`src/rtl/calc_pkg.sv`:
```
// calc_pkg: shared BCD digit type and single-digit increment/decrement helpers with carry/borrow
package calc_pkg;
  typedef logic [3:0] bcd_digit_t;
  localparam bcd_digit_t BCD_MAX = 4'd9;
  typedef struct packed {
    logic c;
    bcd_digit_t d;
  } bcd_res_t;
  function automatic bcd_res_t bcd_inc(bcd_digit_t d, logic ci);
    bcd_inc = '{c: ci && d == BCD_MAX, d: !ci ? d : d == BCD_MAX ? 4'd0 : d + 4'd1};
  endfunction
  function automatic bcd_res_t bcd_dec(bcd_digit_t d, logic bi);
    bcd_dec = '{c: bi && d == 4'd0, d: !bi ? d : d == 4'd0 ? BCD_MAX : d - 4'd1};
  endfunction
endpackage

```
`src/rtl/btn_conditioner.sv`:
```
// btn_conditioner: sync + debounce + press pulse + hold-to-repeat; ports clk, rst, btn in; press, rpt out
module btn_conditioner #(
  parameter int DEB_CYCLES = 16,
  parameter int RPT_DELAY = 0,
  parameter int RPT_PERIOD = 4
) (
  input  logic clk,
  input  logic rst,
  input  logic btn,
  output logic press,
  output logic rpt
);
  localparam int DW = $clog2(DEB_CYCLES + 1);
  localparam int RW = RPT_DELAY > 0 ? $clog2(RPT_DELAY + 1) : 1;
  logic s1, s2, deb, deb_q;
  logic [DW-1:0] deb_cnt;
  logic [RW-1:0] rpt_cnt;
  always_ff @(posedge clk) begin
    if (rst) begin
      s1 <= 1'b0;
      s2 <= 1'b0;
      deb <= 1'b0;
      deb_q <= 1'b0;
      deb_cnt <= '0;
      rpt_cnt <= '0;
    end else begin
      s1 <= btn;
      s2 <= s1;
      deb_q <= deb;
      deb_cnt <= s2 != deb ? deb_cnt + 1'b1 : '0;
      if (s2 != deb && deb_cnt == DW'(DEB_CYCLES - 1)) deb <= s2;
      rpt_cnt <= !deb ? '0 : rpt ? RW'(RPT_DELAY - RPT_PERIOD + 1) : rpt_cnt + 1'b1;
    end
  end
  assign press = deb & ~deb_q;
  assign rpt = RPT_DELAY != 0 && deb && rpt_cnt == RW'(RPT_DELAY);
endmodule

```
`src/rtl/bcd_updown_counter.sv`:
```
// bcd_updown_counter: NDIG-digit BCD up/down/clear counter from raw buttons; value out (digit 0 in [3:0]), ovf/unf pulses
module bcd_updown_counter
  import calc_pkg::*;
#(
  parameter int NDIG = 4,
  parameter int DEB_CYCLES = 16,
  parameter int RPT_DELAY = 0,
  parameter int RPT_PERIOD = 4
) (
  input  logic clk,
  input  logic rst,
  input  logic btn_up,
  input  logic btn_dn,
  input  logic btn_clr,
  input  logic sat_mode,
  output logic [4*NDIG-1:0] value,
  output logic ovf,
  output logic unf
);
  logic up_p, up_r, dn_p, dn_r, clr_p, clr_r;
  logic clr, step_up, step_dn, up_only, dn_only;
  logic [NDIG:0] c, b;
  logic [4*NDIG-1:0] inc_v, dec_v;
  btn_conditioner #(.DEB_CYCLES(DEB_CYCLES), .RPT_DELAY(RPT_DELAY), .RPT_PERIOD(RPT_PERIOD)) u_up (
    .clk(clk), .rst(rst), .btn(btn_up), .press(up_p), .rpt(up_r)
  );
  btn_conditioner #(.DEB_CYCLES(DEB_CYCLES), .RPT_DELAY(RPT_DELAY), .RPT_PERIOD(RPT_PERIOD)) u_dn (
    .clk(clk), .rst(rst), .btn(btn_dn), .press(dn_p), .rpt(dn_r)
  );
  btn_conditioner #(.DEB_CYCLES(DEB_CYCLES), .RPT_DELAY(0), .RPT_PERIOD(RPT_PERIOD)) u_clr (
    .clk(clk), .rst(rst), .btn(btn_clr), .press(clr_p), .rpt(clr_r)
  );
  assign clr = clr_p | clr_r;
  assign step_up = up_p | up_r;
  assign step_dn = dn_p | dn_r;
  assign up_only = step_up & ~step_dn & ~clr;
  assign dn_only = step_dn & ~step_up & ~clr;
  assign c[0] = 1'b1;
  assign b[0] = 1'b1;
  for (genvar i = 0; i < NDIG; i++) begin : g_dig
    bcd_res_t ri, rd;
    assign ri = bcd_inc(value[4*i+:4], c[i]);
    assign rd = bcd_dec(value[4*i+:4], b[i]);
    assign inc_v[4*i+:4] = ri.d;
    assign dec_v[4*i+:4] = rd.d;
    assign c[i+1] = ri.c;
    assign b[i+1] = rd.c;
  end
  always_ff @(posedge clk) begin
    if (rst) begin
      value <= '0;
      ovf <= 1'b0;
      unf <= 1'b0;
    end else begin
      value <= clr ? '0
             : up_only ? (c[NDIG] && sat_mode ? value : inc_v)
             : dn_only ? (b[NDIG] && sat_mode ? value : dec_v)
             : value;
      ovf <= up_only & c[NDIG];
      unf <= dn_only & b[NDIG];
    end
  end
endmodule
```
`config.mk`:
```
export PLATFORM = sky130hd
export DESIGN_NAME = bcd_updown_counter
export DESIGN_NICKNAME = d
export VERILOG_FILES = /design/src/rtl/calc_pkg.sv /design/src/rtl/btn_conditioner.sv /design/src/rtl/bcd_updown_counter.sv
export SDC_FILE = /design/constraint.sdc
export NUM_CORES = 1
export LEC_CHECK = 0
export ABC_AREA = 1
export BUFFER_PORTS_ARGS = -buffer_cell sky130_fd_sc_hd__buf_2
export CORE_MARGIN = 2
export CORE_UTILIZATION = 53
export CTS_BUF_LIST = sky130_fd_sc_hd__clkbuf_16
export DETAILED_ROUTE_END_ITERATION = 8
export GPL_TIMING_DRIVEN = 0
export PLACE_DENSITY = 0.8
export SLEW_MARGIN = 0
export SYNTH_ARGS = -nofsm -noshare
export SYNTH_HDL_FRONTEND = slang
export SYNTH_SLANG_ARGS = --single-unit
```
`constraint.sdc`:
```
create_clock -name clk -period 1.3 [get_ports clk]
set_input_delay 0.13 -clock clk [delete_from_list [all_inputs] [get_ports clk]]
set_output_delay 0.13 -clock clk [all_outputs]
set_load 0.01 [all_outputs]
```
==> results.json, run 1 <==
{
  "syn_nets": 352,
  "cp-startpoint": "u_up.deb",
  "p_comb_frac": 0.021,
  "synth_most_common_cell": "nand2_1",
  "port_buffers": 23,
  "n_antenna_cell": 0,
  "area_growth_pct": 28.8,
  "via_count": 2388,
  "ir_drop_mv": 0.680,
  "period_minus_slack_ps": 1580,
  "postRouteAntennaNets": 0,
  "status": "finished, violations left",
  "fmax_ghz": 0.634,
  "setup_slack_ps": -278,
  "cts_tree": "done",
  "synth-edff-count": 0,
  "wl_per_cell_um": 13.0,
  "p_int_mw": 2.11,
  "rsz0062_at_grt": "true",
  "cts_max_level": 2,
  "p_sw_frac": 0.224,
  "overflow": 0,
  "clock_skew_ps": 6.05,
  "tightest_slew_ps": 534,
  "crit_type": "reg -> reg",
  "crit_path_max_incr_delay_ps": 350,
  "routabilityCongestion": 0.831,
  "crit_arrival_ps": 1800,
  "clockRootBuffer": "clkbuf_16",
  "p_switching_mw": 0.610,
  "place_ws_ps": -279,
  "cp_slowest_cell": "dfxtp_2",
  "grt_antenna_before_repair": 0,
  "routed_wl_um": 5780,
  "yosysTopAreaCellShare": 0.384,
  "hold_violations": 0,
  "synth.distinct_cells": 34,
  "fin_util": 0.704,
  "grt_max_degree": 16,
  "async_flop_share": 0,
  "grt_usage": 0.210,
  "drt_iter0_markers": 131,
  "start_kind": "flop",
  "die_h_um": 70.5,
  "p_leak_nw": 1.40,
  "synth_area_leaders": "dfxtp_1, nand2_1, nor2_1, inv_1, o21ai_0",
  "power_density_nw_per_um2": 901,
  "drv_slew": 0,
  "clk_path_buf_depth": 2,
  "syn_inst": 340,
  "finalSetupViolations": 17,
  "r2r-start": "u_up.deb",
  "initial_utilization": 0.546,
  "ios": 24,
  "synth-main-ff-cell": "dfxtp_1",
  "die_w_um": 70.5,
  "vias_per_cell": 5.39,
  "path_cells": "nand2_1 -> nor2_4 -> nand2_4 -> inv_6 -> nand4_4 -> nand3_4 -> nand2_2 -> a21oi_2",
  "hpwl_um": 3390,
  "nNetsFinal": 402,
  "pwr-share-seq": 0.508,
  "rows": 24,
  "hold_path.class": "in -> reg",
  "cts_buffers": 5,
  "ys.warnings.count": 0,
  "avgSynthCellArea_um2": 6.90,
  "cp-end-kind": "flop",
  "die_area_um2": 4970,
  "clk_latency_ps": 290,
  "synth_area_um2": 2350,
  "cts_hold_buf": 0,
  "drive_above_1_share": 0.343,
  "seq_area_frac_synth": 0.384,
  "p_clk_frac": 0.471,
  "first_global_vias": 2073,
  "relSlewSlack": 0.640,
  "cap_violations": 0,
  "cp_max_fo": 7,
  "synth_common_cells": "nand2_1, nor2_1, dfxtp_1",
  "synth_top_cell_by_area": "dfxtp_1",
  "grt_pass1_wl_um": 8680,
  "coreArea_um2": 4290,
  "cp.required_ps": 1520,
  "violations": "setup timing",
  "ys_seq_elements": 45,
  "hp-start": "btn_dn",
  "finalCritPeriodShare": 1.21,
  "remaining_drc_errors": 0,
  "cts.clk_slew.worst_paths_ps": 70,
  "numClockSinks": 45,
  "drt_first_pass_iters": 6
}
-- layout by cell type, fill, tap and decap left out, types with 2 or more instances in the layout --
cell type / netlist / routed
inv_6: 0 / 2
o21ai_1: 4 / 5
o211ai_1: 2 / 2
o21ai_0: 21 / 20
xor2_1: 3 / 3
a21oi_1: 14 / 12
inv_1: 42 / 35
buf_4: 0 / 19
dfxtp_1: 45 / 32
nor3b_1: 3 / 3
nand4_1: 6 / 6
inv_4: 0 / 3
nor2_1: 64 / 57
nand4_4: 1 / 2
clkbuf_16: 0 / 5
nand3_4: 1 / 3
nand3_1: 12 / 11
nand2_1: 70 / 54
nand2_2: 5 / 20
ha_1: 6 / 6
inv_2: 9 / 12
nor2_4: 3 / 12
nand2_4: 3 / 6
dfxtp_2: 0 / 7
dfxtp_4: 0 / 6
a21oi_2: 2 / 4
nor2_2: 7 / 5
buf_2: 3 / 25
o31ai_1: 2 / 2
-- final timing paths --
check | cells past startpoint | to | slack [ps]
setup reg to reg | 8 | value[12] | -280
setup / recovery | 8 | value[12] | -280
hold reg to reg | 2 | u_clr.s2 | 410
hold / removal | 3 | u_dn.s1 | 40
-- timing repair --
action	CTS	global route
setup buffers	9	9
pin swaps	13	23
gates cloned	2	1
endpoints found under the setup margin	16	17
resized for setup	26	33
-- registers in the layout (all words and copies together) (netlist names) --
signal         cells
u_up.deb           1
ovf                1
u_clr.deb_cnt      5
u_clr.s2           1
u_dn.s1            1
u_clr.s1           1
u_up.s2            1
u_clr.deb_q        1
u_up.s1            1
u_dn.deb_cnt       5
u_dn.deb_q         1
u_up.deb_cnt       5
u_dn.s2            1
u_clr.deb          1
unf                1
u_up.deb_q         1
value             16
u_dn.deb           1
-- layout make-up --
class	count	area (um^2)
well taps	52	65.1
clock inverters	3	21.3
repair buffers	41	250
plain buffers	4	21.3
clock buffers	5	125
fillers	316	1270
flip-flops and latches	45	932
inverters	51	204
multi-input cells	242	1400
-- power by group through the flow --
stage	combinational, mW	clock (mW)	sequential (mW)
global route	0.0653	1.34	1.38
finish	0.0580	1.28	1.38
detailed placement	0.0553	0	1.43
global placement	0.0530	0	1.43
floorplan	0.0331	0	1.42
CTS	0.0567	1.29	1.38
-- cells by family (layout without fill, tap and decap cells) --
group / Yosys count / in the layout / share of synthesized area
adder cells (fa/ha/maj): 6 / 6 / 0.0320
AND/OR/NAND/NOR: 181 / 184 / 0.362
buffers and inverters: 56 / 104 / 0.0944
flip-flops: 45 / 45 / 0.384
XOR/XNOR: 4 / 4 / 0.0149
AO/OA/AOI/OAI: 48 / 48 / 0.113
-- metal layers --
layer,routed length (um),vias up,GRT usage
met5,0,-,0
met4,142,0,0.0587
met3,329,17,0.0399
met2,2920,96,0.372
met1,2380,1097,0.263
li1,-,1178,-
-- critical path: cells and delay by family, from the launching register on --
kind,cells,cell delay (ps)
compound gates,1,130
buf+inv,1,110
flops,1,350
simple gates,6,910
-- stage by stage --
| stage | power [mW] | area (um^2) | TNS [ps] | hold slack (ps) | cells |
|---|---|---|---|---|---|
| 6_report | 2.72 | 3020 | -4080 | 40.0 | 443 |
| 5_1_grt | 2.79 | 3020 | -5060 | 51.4 | 443 |
| 4_1_cts | 2.73 | 2870 | -2900 | 42.3 | 434 |
| 3_5_place_dp | 1.48 | 2570 | -3960 | 337 | 415 |
| 3_3_place_gp | 1.48 | 2570 | -3610 | 330 | 415 |
| 2_1_floorplan | 1.46 | 2390 | -2010 | 206 | 340 |
No activity file was read; power rests on OpenSTA's default activity.
==> run 2, diff against run 1 <==
--- a/config.mk
+++ b/config.mk
@@ -15,2 +15,3 @@
 export PLACE_DENSITY = 0.8
+export SETUP_SLACK_MARGIN = 0.05
 export SLEW_MARGIN = 0
--- a/constraint.sdc
+++ b/constraint.sdc
@@ -3,2 +3,2 @@
 set_output_delay 0.13 -clock clk [all_outputs]
-set_load 0.01 [all_outputs]
+set_load 0.005 [all_outputs]
==> results.json, run 2 (synthesized netlist as in run 1, its figures left out) <==
{
  "status": "finished, violations left",
  "violations": "setup timing",
  "finalSetupViolations": 16,
  "cap_violations": 0,
  "clk_latency_ps": 280,
  "crit_path_max_incr_delay_ps": 380,
  "p_sw_frac": 0.193,
  "numClockSinks": 45,
  "p_int_mw": 2.29,
  "n_antenna_cell": 0,
  "power_density_nw_per_um2": 922,
  "fin_area_um2": 3080,
  "r2r-start": "value[3]",
  "start_kind": "flop",
  "die_w_um": 70.5,
  "grt_antenna_before_repair": 0,
  "clock_skew_ps": 3.47,
  "clk_path_buf_depth": 2,
  "rsz0062_at_grt": "true",
  "first_global_vias": 2076,
  "die_area_um2": 4970,
  "grt_pass1_wl_um": 8400,
  "final_cells": 445,
  "die_h_um": 70.5,
  "p_switching_mw": 0.550,
  "cp.required_ps": 1480,
  "cts_buffers": 5,
  "dpl-instance-area_um2": 2550,
  "setup.reg_to_reg.worst_slack_ps": -290,
  "cp_max_fo": 6,
  "initial_utilization": 0.546,
  "fin_util": 0.718,
  "period_minus_slack_ps": 1590,
  "p_leak_nw": 1.44,
  "hold_violations": 0,
  "r2r_cells": 10,
  "largest-register": "value",
  "cts_hold_buf": 0,
  "routabilityCongestion": 0.912,
  "hpwl_um": 3320,
  "nNetsFinal": 404,
  "grt_max_degree": 15,
  "routed_wl_um": 5690,
  "crit_type": "reg -> reg",
  "area_growth_pct": 31.5,
  "totalPowerFinal_mw": 2.84,
  "pwr-share-seq": 0.485,
  "hp-start": "btn_clr",
  "cp-startpoint": "value[3]",
  "ir_drop_mv": 1.15,
  "wl_per_cell_um": 12.8,
  "whs_ps": 47.5,
  "overflow": 0,
  "r2r_end": "value[3]",
  "fmax_ghz": 0.628,
  "path_cells": "nor2_4 -> nand2_4 -> nor2_4 -> nand4_1 -> nand2_2 -> nand2_4 -> nand2_4 -> inv_4 -> nor2_4 -> nor2_1",
  "grt_usage": 0.208,
  "ios": 24,
  "placed_cells": 415,
  "port_buffers": 23,
  "setup_slack_ps": -293,
  "cp-end-kind": "flop",
  "tightest_slew_ps": 488,
  "fillCellCount": 329,
  "drt_iter0_markers": 206,
  "drt_first_pass_iters": 5,
  "p_comb_frac": 0.020,
  "cp_slowest_cell": "dfxtp_4",
  "cts_tree": "done",
  "place_ws_ps": -285,
  "tns_ps": -4010,
  "drv_slew": 0,
  "relSlewSlack": 0.671,
  "cts.clk_slew.worst_paths_ps": 60,
  "hold_path.class": "in -> reg",
  "p_clk_frac": 0.495,
  "remaining_drc_errors": 0,
  "via_count": 2385,
  "coreArea_um2": 4290,
  "clockRootBuffer": "clkbuf_16",
  "endpoint": "value[3]",
  "drive_above_1_share": 0.321,
  "mostFrequentLayoutCell": "nand2_1",
  "postRouteAntennaNets": 0,
  "largest_reg_flops": 16,
  "crit_arrival_ps": 1770,
  "cts_max_level": 2,
  "vias_per_cell": 5.36,
  "rows": 24,
  "finalCritPeriodShare": 1.23,
  "final_cell_mix": "nand2_1, nor2_1, inv_1, dfxtp_1, buf_2"
}
[run 2: cell count changes in the layout (fill, tap and decap cells not counted), moves of 3 or more]
cell,before,now
a21oi_2,4,1
nand2_1,54,62
inv_4,3,6
inv_2,12,9
nand2_2,20,10
[run 2: worst min-delay path by stage]
stage / slack, ps / to / cells past startpoint
final: 50 / u_clr.s1 / 3
after floorplan: 210 / unf / 1
after detailed placement: 340 / u_clr.s1 / 3
after global routing: 60 / u_clr.s1 / 3
after global placement: 330 / u_up.s1 / 3
after CTS: 50 / u_clr.s1 / 3
[run 2: cell type report]
type | count | area (um^2) | share of cell area
multi-input cells | 242 | 1400 | 0.455
flip-flops and latches | 45 | 937 | 0.304
repair buffers | 43 | 282 | 0.0913
inverters | 51 | 206 | 0.0669
clock buffers | 5 | 125 | 0.0406
well taps | 52 | 65.1 | 0.0211
clock inverters | 3 | 42.5 | 0.0138
plain buffers | 4 | 23.8 | 0.00771
[run 2: power by group through the flow]
stage                     Combinational [mW]  Clock (mW)  Sequential (mW)
after floorplan                       0.0330           0             1.42
after global placement                0.0535           0             1.43
after detailed placement              0.0550           0             1.43
after CTS                             0.0564        1.45             1.39
after global routing                  0.0655        1.50             1.38
final                                 0.0568        1.41             1.38
[run 2: timing repair]
item / in CTS / in global routing
buffers inserted: 11 / 9
pin swaps: 21 / 22
endpoints found under the setup margin: 16 / 19
gates cloned: 2 / 1
endpoints found under the hold margin: 0 / 0
resized for setup: 25 / 39
[run 2: critical path, delay by kind of cell, from the launching register on]
kind / cells / cell delay [ps]
AND/OR/NAND/NOR: 9 / 1030
flip-flops: 1 / 380
buffers and inverters: 1 / 50
[run 2: routing by layer]
metal | track usage | vias to the layer above | wire length [um]
li1 | - | 1185 | -
met1 | 0.233 | 1090 | 2300
met4 | 0.111 | 0 | 186
met5 | 0 | - | 0
met2 | 0.363 | 92 | 2910
met3 | 0.0527 | 18 | 288
